--- config.mk ---
export PLATFORM = sky130hd
export DESIGN_NAME = uart_rx_parity_bit_flat
export DESIGN_NICKNAME = d
export VERILOG_FILES = /design/src/rtl/uart_rx_parity_bit_pkg.sv /design/src/rtl/uart_rx_parity_bit_if.sv /design/src/rtl/uart_rx_parity_bit_sync_2ff.sv /design/src/rtl/uart_rx_parity_bit.sv /design/src/flat_wrapper.sv
export SDC_FILE = /design/constraint.sdc
export NUM_CORES = 1
export LEC_CHECK = 0
export CORE_ASPECT_RATIO = 1.2
export CORE_MARGIN = 3
export CORE_UTILIZATION = 25
export CTS_CLUSTER_DIAMETER = 200
export DETAILED_ROUTE_END_ITERATION = 7
export GPL_ROUTABILITY_DRIVEN = 0
export PLACE_DENSITY = 0.42
export SLEW_MARGIN = 20
export SYNTH_ARGS = -nofsm -noshare
export SYNTH_HDL_FRONTEND = slang
export SYNTH_SLANG_ARGS = --single-unit
--- constraint.sdc ---
create_clock -name clk -period 3.06 [get_ports clk]
set_input_delay 0.459 -clock clk [delete_from_list [all_inputs] [get_ports clk]]
set_output_delay 0.459 -clock clk [all_outputs]
set_load 0.05 [all_outputs]
--- src/rtl/uart_rx_parity_bit_pkg.sv ---
// Shared UART definitions: FSM state encodings, parity modes and default link rates.
// The parity transmitter uses the same state encodings.
package uart_pkg;

  localparam int unsigned BASE_CLK_DEF = 50_000_000;
  localparam int unsigned BAUDRATE_DEF = 115_200;

  typedef enum logic [2:0] {
    IDLE   = 3'd0,
    START  = 3'd1,
    DATA   = 3'd2,
    PARITY = 3'd3,
    STOP   = 3'd4
  } uart_state_t;

  typedef enum logic [1:0] {
    PAR_NONE = 2'd0,
    PAR_ODD  = 2'd1,
    PAR_EVEN = 2'd2
  } parity_t;

  // Code 3 is treated as "no parity", the same as code 0.
  function automatic parity_t decode_parity(input logic [1:0] code);
    case (code)
      2'd1:    return PAR_ODD;
      2'd2:    return PAR_EVEN;
      default: return PAR_NONE;
    endcase
  endfunction

endpackage

--- src/rtl/uart_rx_parity_bit_if.sv ---
// Byte-side bundle of the UART receiver: serial line and parity mode in, byte and status out.
interface uart_rx_parity_bit_if;
  logic       rx_serial;
  logic [1:0] parity_type;
  logic [7:0] out_data;
  logic       data_valid;
  logic       parity_error;
  logic       framing_error;

  modport master (
    output rx_serial, parity_type,
    input  out_data, data_valid, parity_error, framing_error
  );

  modport slave (
    input  rx_serial, parity_type,
    output out_data, data_valid, parity_error, framing_error
  );
endinterface

--- src/rtl/uart_rx_parity_bit_sync_2ff.sv ---
// Two-flop synchronizer for asynchronous board inputs; RESET_VAL sets the idle level.
module sync_2ff #(
  parameter logic RESET_VAL = 1'b0
) (
  input  logic clk,
  input  logic rst,
  input  logic d,
  output logic q
);

  logic meta;

  always_ff @(posedge clk or negedge rst) begin
    if (!rst) begin
      meta <= RESET_VAL;
      q    <= RESET_VAL;
    end else begin
      meta <= d;
      q    <= meta;
    end
  end

endmodule

--- src/rtl/uart_rx_parity_bit.sv ---
// 8N1 / 8O1 / 8E1 UART receiver: mid-bit sampling, one-cycle valid strobe,
// parity and framing error flags held until the next completed frame.
module uart_rx_parity_bit
  import uart_pkg::*;
#(
  parameter int unsigned BASE_CLK = BASE_CLK_DEF,
  parameter int unsigned BAUDRATE = BAUDRATE_DEF
) (
  input logic                 clk,
  input logic                 rst,
  uart_rx_parity_bit_if.slave bus
);

  localparam int unsigned CLOCKS_PER_BIT = BASE_CLK / BAUDRATE;
  localparam int unsigned HALF_BIT       = CLOCKS_PER_BIT / 2;
  localparam logic [15:0] BIT_LAST       = 16'(CLOCKS_PER_BIT - 1);
  localparam logic [15:0] HALF_LAST      = 16'(HALF_BIT - 1);

  logic        rx_s;
  uart_state_t state;
  logic [15:0] cnt;
  logic [2:0]  bit_idx;
  logic [7:0]  shift;
  parity_t     par_lat;
  logic        par_err;

  sync_2ff #(
    .RESET_VAL (1'b1)
  ) u_sync (
    .clk (clk),
    .rst (rst),
    .d   (bus.rx_serial),
    .q   (rx_s)
  );

  always_ff @(posedge clk or negedge rst) begin
    if (!rst) begin
      state             <= IDLE;
      cnt               <= '0;
      bit_idx           <= '0;
      shift             <= '0;
      par_lat           <= PAR_NONE;
      par_err           <= 1'b0;
      bus.out_data      <= '0;
      bus.data_valid    <= 1'b0;
      bus.parity_error  <= 1'b0;
      bus.framing_error <= 1'b0;
    end else begin
      bus.data_valid <= 1'b0;
      case (state)
        IDLE: begin
          cnt     <= '0;
          bit_idx <= '0;
          par_err <= 1'b0;
          par_lat <= decode_parity(bus.parity_type);
          if (!rx_s) state <= START;
        end

        START: begin
          if (cnt == HALF_LAST) begin
            cnt   <= '0;
            // A high line at mid-start is a glitch: drop back without touching outputs.
            state <= rx_s ? IDLE : DATA;
          end else begin
            cnt <= cnt + 16'd1;
          end
        end

        DATA: begin
          if (cnt == BIT_LAST) begin
            cnt   <= '0;
            shift <= {rx_s, shift[7:1]};
            if (bit_idx == 3'd7) begin
              bit_idx <= '0;
              state   <= (par_lat != PAR_NONE) ? PARITY : STOP;
            end else begin
              bit_idx <= bit_idx + 3'd1;
            end
          end else begin
            cnt <= cnt + 16'd1;
          end
        end

        PARITY: begin
          if (cnt == BIT_LAST) begin
            cnt     <= '0;
            par_err <= (par_lat == PAR_ODD) ? (rx_s != ~^shift) : (rx_s != ^shift);
            state   <= STOP;
          end else begin
            cnt <= cnt + 16'd1;
          end
        end

        STOP: begin
          // Return to IDLE at mid-stop so a start bit right after the stop bit is caught.
          if (cnt == BIT_LAST) begin
            cnt               <= '0;
            bus.out_data      <= shift;
            bus.parity_error  <= par_err;
            bus.framing_error <= ~rx_s;
            bus.data_valid    <= 1'b1;
            state             <= IDLE;
          end else begin
            cnt <= cnt + 16'd1;
          end
        end

        default: state <= IDLE;
      endcase
    end
  end

endmodule

--- src/flat_wrapper.sv ---
// flat-port wrapper written by rule: the top's interface ports become plain ports
module uart_rx_parity_bit_flat import uart_pkg::*;
#(
  parameter int unsigned BASE_CLK = BASE_CLK_DEF,
  parameter int unsigned BAUDRATE = BAUDRATE_DEF
)
  (clk, rst, bus_rx_serial, bus_parity_type, bus_out_data, bus_data_valid, bus_parity_error, bus_framing_error);
  uart_rx_parity_bit_if bus_i ();
  input logic clk;
  input logic rst;
  input wire logic [$bits(bus_i.rx_serial)-1:0] bus_rx_serial;
  input wire logic [$bits(bus_i.parity_type)-1:0] bus_parity_type;
  output wire logic [$bits(bus_i.out_data)-1:0] bus_out_data;
  output wire logic [$bits(bus_i.data_valid)-1:0] bus_data_valid;
  output wire logic [$bits(bus_i.parity_error)-1:0] bus_parity_error;
  output wire logic [$bits(bus_i.framing_error)-1:0] bus_framing_error;
  assign bus_i.rx_serial = bus_rx_serial;
  assign bus_i.parity_type = bus_parity_type;
  assign bus_out_data = bus_i.out_data;
  assign bus_data_valid = bus_i.data_valid;
  assign bus_parity_error = bus_i.parity_error;
  assign bus_framing_error = bus_i.framing_error;
  uart_rx_parity_bit #(.BASE_CLK(BASE_CLK), .BAUDRATE(BAUDRATE)) u_core (.clk(clk), .rst(rst), .bus(bus_i));
endmodule
=== After elaboration in Yosys (flattened, before gate mapping) ===
Cells that the tools add are included.

* Add/subtract/negate cells: 2
* Eq/ne operators: 18
* Muxes and demuxes: 21
* Bitwise operators: 1
* Reductions and logical operators: 13

{| class="wikitable"
|+ Operators by type and width
! operator !! count
|-
| $pmux 16 s3 || 1
|-
| $mux 16 || 2
|-
| $mux 3 || 9
|-
| $add 16x1->16 const B || 1
|-
| $eq 16x8->1 const B || 1
|-
| $eq 16x9->1 const B || 1
|-
| $pmux 3 s5 || 1
|-
| $ne 2x1->1 const B || 5
|-
| $reduce_and 2->1 || 4
|-
| $reduce_xnor 8->1 || 1
|-
| $reduce_xor 8->1 || 1
|-
| $eq 3x2->1 const B || 2
|-
| $eq 3x3->1 const B || 2
|-
| $pmux 3 s2 || 1
|-
| $reduce_and 6->1 || 1
|-
| $reduce_bool 2->1 || 3
|-
| $eq 2x1->1 const B || 2
|-
| $mux 1 || 4
|-
| $pmux 2 s2 || 1
|-
| $add 3x1->3 const B || 1
|-
| $eq 3x1->1 const B || 1
|-
| $logic_not 3->1 || 1
|-
| $reduce_bool 3->1 || 1
|-
| $reduce_or 3->1 || 1
|-
| 6 further kinds || 7
|}

* Bits in registers: 46
* Input bits: 5
* Word-level logic and storage cells: 67

=== Longest topological paths before layout ===
* Depth after elaboration: 5
* Mapped depth: 9
* Gate-level depth less buffers: 8

=== Hierarchy ===
From an unflattened synthesis, not the netlist that was laid out.

* Cell total of the unflattened synthesis: 213
* Area, all modules: 2,268.4 um2

{| class="wikitable"
|+ Modules (own cells, without submodules)
! module !! instances !! cells each !! area each (um2) !! sequential area each (um2)
|-
| uart_rx_parity_bit || 1 || 211 || 2,215.9 || 1,101.1
|-
| sync_2ff || 1 || 2 || 52.6 || 52.6
|}

=== Least setup slack after synthesis ===
OpenSTA, ideal clock, no wires.

* Kind: reg2reg
* Start: register u_core.cnt[14]
* End: register u_core.state[0]
* Library setup time: 0.128 ns
* Arrival: 2.310 ns
* Required time: 2.932 ns
* Path slack: 0.622 ns
* Cell stages (with the launch flop): 7
* Path buffers: 0
* Cell sequence: dfrtp_1 or4_4 or4_1 nand4_1 nand2_1 a311o_1 mux2_1

* Longest elaborated chain between the ends: 3
* Elaborated cells between the ends (all ways): 7

{| class="wikitable"
|+ RTL lines
! what !! line !! text
|-
| start: declaration || uart_rx_parity_bit.sv:21 || <nowiki>logic [15:0] cnt;</nowiki>
|-
| start signal: assignment || uart_rx_parity_bit.sv:65 || <nowiki>cnt <= cnt + 16'd1;</nowiki>
|-
| start signal: assignment || uart_rx_parity_bit.sv:80 || <nowiki>cnt <= cnt + 16'd1;</nowiki>
|-
| start signal: assignment || uart_rx_parity_bit.sv:90 || <nowiki>cnt <= cnt + 16'd1;</nowiki>
|-
| $eq 16x9->1 / $eq 16x8->1 (equally long branches) || n/a ||
|-
| $ne 2x1->1 (no source line) || n/a ||
|-
| $reduce_and 6->1 (no source line) (*) || n/a ||
|-
| end signal: assignment || uart_rx_parity_bit.sv:63 || <nowiki>state <= rx_s ? IDLE : DATA;</nowiki>
|-
| end signal: assignment || uart_rx_parity_bit.sv:75 || <nowiki>state <= (par_lat != PAR_NONE) ? PARITY : STOP;</nowiki>
|-
| end: declaration || uart_rx_parity_bit.sv:20 || <nowiki>uart_state_t state;</nowiki>
|}

Every way passes the cells marked *; elsewhere a longest branch is shown, timed or not.
A chain may end at the register's enable or synchronous reset.

=== Worst setup path in the final report ===
* Start: register u_core.cnt[1]
* End: register u_core.state[0]

The elaborated chain is that of the path after synthesis.

==> reports/qor.yml <==
drt:
  wl_um: 4790
  detailedRoute.firstPassIterationCount: 4
  remaining_design_rule_violation_count: 0
  detail_route.vias_per_cell: 4.43
  antenna_violating_nets_post_route: 0
  wl_per_cell_um: 12.8
  num_vias: 1658
  drt-initial-drc-count: 45
logic_synthesis:
  number_of_flops_mapped_to_enable_cells_by_yosys: 0
  synthesis.area_um2: 2280
  synth_ff_type: "sky130_fd_sc_hd__dfrtp_1"
  synth.yosys.seq_area_share_pct: 50.7
  warning_count_from_the_yosys_run: 0
  syn_nets: 248
  ys_types: 38
  postSynth.asyncResetShare_pct: 100
  yosys_register_bits: 46
  postSynthAreaPerCell_um2: 9.57
  post_synth_inst_count: 238
sta:
  fmaxAchievable_ghz: 0.385
  unrepaired_setup_endpoints_after_global_routing: "no"
  max_slew_vio_count: 0
  finalCritPeriodShare_pct: 84.9
  finalHoldViolations: 0
  fin_setup_tns_ns: 0
  worst_clock_skew_on_the_final_layout_ns: 0.0124
  finalSetupViolations: 0
  worst_slew_pin_slew_ns: 0.682
  period_minus_slack_ns: 2.60
  timing.max_slew.rel_slack_pct: 54.5
placed_design:
  post-dp-hpwl_um: 3460
  portBuffers: 15
floorplanning:
  floorplan.die.height_um: 111
  floorplan.die_area_um2: 10300
  die_w_um: 93.1
  placement_rows: 37
  core_area_um2: 8700
  boundaryPins: 16
  initial_core_util_pct: 26.2
cts:
  cts_tree: "yes"
  cts-htree-levels: 2
  clkSinkCount: 46
  clock_latency_ns: 0.31
  cts_hold_buffers: 0
  cts_resized: 0
  cts.repair_timing.setup_buffer_count: 0
  clkTransAtPathRegs_ns: 0.10
  cts_buffer_depth: 2
  clock_tree.root_cell: "sky130_fd_sc_hd__clkbuf_8"
  cts_buffers: 5
critical_path:
  regToRegEndpoint: "u_core.state[0]"
  critical_path_arrival_ns: 2.79
  worst-endpoint-required_ns: 3.25
  critPathMaxFanout: 4
  critPathCapture: "u_core.state[0]"
  worst-r2r-cell-count: 8
  worst_setup_path_end_kind: "flop"
  rr_startpoint: "u_core.cnt[1]"
  r2r_setup_slack_ns: 0.46
  worstSetupStartpointType: "flop"
  worst-setup-path-type: "flop to flop"
  crit_start: "u_core.cnt[1]"
layout:
  final_common_cell: "sky130_fd_sc_hd__nand2_1"
  nNetsFinal: 266
  antenna-diode-count: 0
  drive_gt1_share_pct: 10.1
  area_growth_pct: 16.6
  layout.cells.most_common_list: "sky130_fd_sc_hd__nand2_1 (49), sky130_fd_sc_hd__dfrtp_1 (44), sky130_fd_sc_hd__nor2_1 (30)"
  fin_util_pct: 30.5
global_route:
  grt_antenna_before_repair: 0
  largest_net_degree_at_the_start_of_global_routing: 31
  first_pass_grt_wire_length_um: 8400
  grt_remaining_overflow: 0
  track_usage_pct: 10.1
  via_count_of_the_first_global_routing_pass: 1738
pwr:
  pwr_density_cell_nw_per_um2: 390
  worst_case_vdd_ir_drop_v: 0.000149
  p_leak_nw: 1.17
  total_power_mw: 1.04
min_path:
  hold_class: "primary input to async pin"
run:
  drv.max_cap_violation_count: 0
outcome:
  status: "finished, final reports clean"
==> stage by stage <==
step / area, µm² / instances / hold WS, ns / setup WS [ns]
after floorplan: 2280 / 238 / 0.163 / 0.622
after global placement: 2560 / 366 / 0.346 / 0.461
after detailed placement: 2560 / 366 / 0.347 / 0.463
after CTS: 2660 / 374 / 0.204 / 0.448
after global routing: 2660 / 374 / 0.218 / 0.286
final: 2660 / 374 / 0.182 / 0.462
==> layer usage <==
metal  global-route usage (%)  part of all wire (%)  vias up
met4                     2.64                   1.2        0
met3                     2.45                   2.9        6
met5                        0                     0        -
met1                     12.4                    46      794
met2                     17.4                    50       24
li1                         -                     -      834
==> worst max-delay path, stage by stage (launching register included) <==
cell	delay (ns)
sky130_fd_sc_hd__dfrtp_1	0.42
sky130_fd_sc_hd__inv_1	0.12
sky130_fd_sc_hd__ha_1	0.20
sky130_fd_sc_hd__or4bb_1	0.39
sky130_fd_sc_hd__or4_4	0.44
sky130_fd_sc_hd__o21ai_1	0.09
sky130_fd_sc_hd__nand2_1	0.13
sky130_fd_sc_hd__a311o_1	0.39
sky130_fd_sc_hd__mux2_1	0.32
==> power by group <==
group          switching, mW  internal (mW)  leakage (nW)
clock network          0.230          0.165        0.0447
registers            0.00262          0.611         0.619
logic                 0.0173        0.00966         0.504
total                  0.250          0.786          1.17
==> sequential cells by signal, summed over array words and instances, names as in the netlist <==
signal                    count
u_core.cnt                   16
u_core.bus.parity_error       1
u_core.bus.data_valid         1
u_core.shift                  8
u_core.par_lat                2
u_core.par_err                1
u_core.u_sync.q               1
u_core.bus.out_data           8
u_core.bit_idx                3
u_core.bus.framing_error      1
u_core.u_sync.meta            1
u_core.state                  3
==> Yosys cell counts, drive strengths merged (2+ instances only) <==
cell type	n	area, µm²
nand2	49	184
nand4	8	50.1
buf	2	10.0
nor2	31	119
xnor2	15	131
dfstp	2	52.6
clkbuf	5	18.8
inv	7	26.3
mux2	10	113
xor2	7	61.3
ha	5	62.6
dfrtp	44	1100
nand3	7	35.0
nor3	3	20.0
nand2b	3	18.8
o21ai	14	70.1
or4	5	45.0
and3	2	12.5
nor2b	3	18.8
a21oi	3	15.0
==> area by class of cell <==
class	instances	area, µm²
multi-input cells	178	1070
clock inverters	3	25.0
repair buffers	18	168
clock buffers	5	68.8
flip-flops and latches	46	1150
well taps	117	146
fillers	988	6050
inverters	7	26.3
==> cell families (layout without fill, tap and decap cells) <==
group / Yosys count / in the layout / synth area share (%)
AOI/OAI and AO/OA: 22 / 22 / 5.49
xor gates and xnor gates: 22 / 22 / 8.46
adders and majority gates: 5 / 5 / 2.75
buffers and inverters: 14 / 33 / 2.42
DFF: 46 / 46 / 50.7
muxes: 10 / 10 / 4.95
and+or+nand+nor: 119 / 119 / 25.3
==> worst min-delay path by stage <==
stage / from / endpoint / slack [ns] / depth (start not counted)
6_report: rst / u_core.shift[0] / 0.18 / 1
3_5_place_dp: u_core.u_sync.meta / u_core.u_sync.q / 0.35 / 0
5_1_grt: rst / u_core.shift[0] / 0.22 / 1
3_3_place_gp: u_core.u_sync.meta / u_core.u_sync.q / 0.35 / 0
4_1_cts: rst / u_core.bus.out_data[2] / 0.20 / 1
2_1_floorplan: rst / u_core.bit_idx[0] / 0.16 / 0
(Power assumes the default switching activity.)
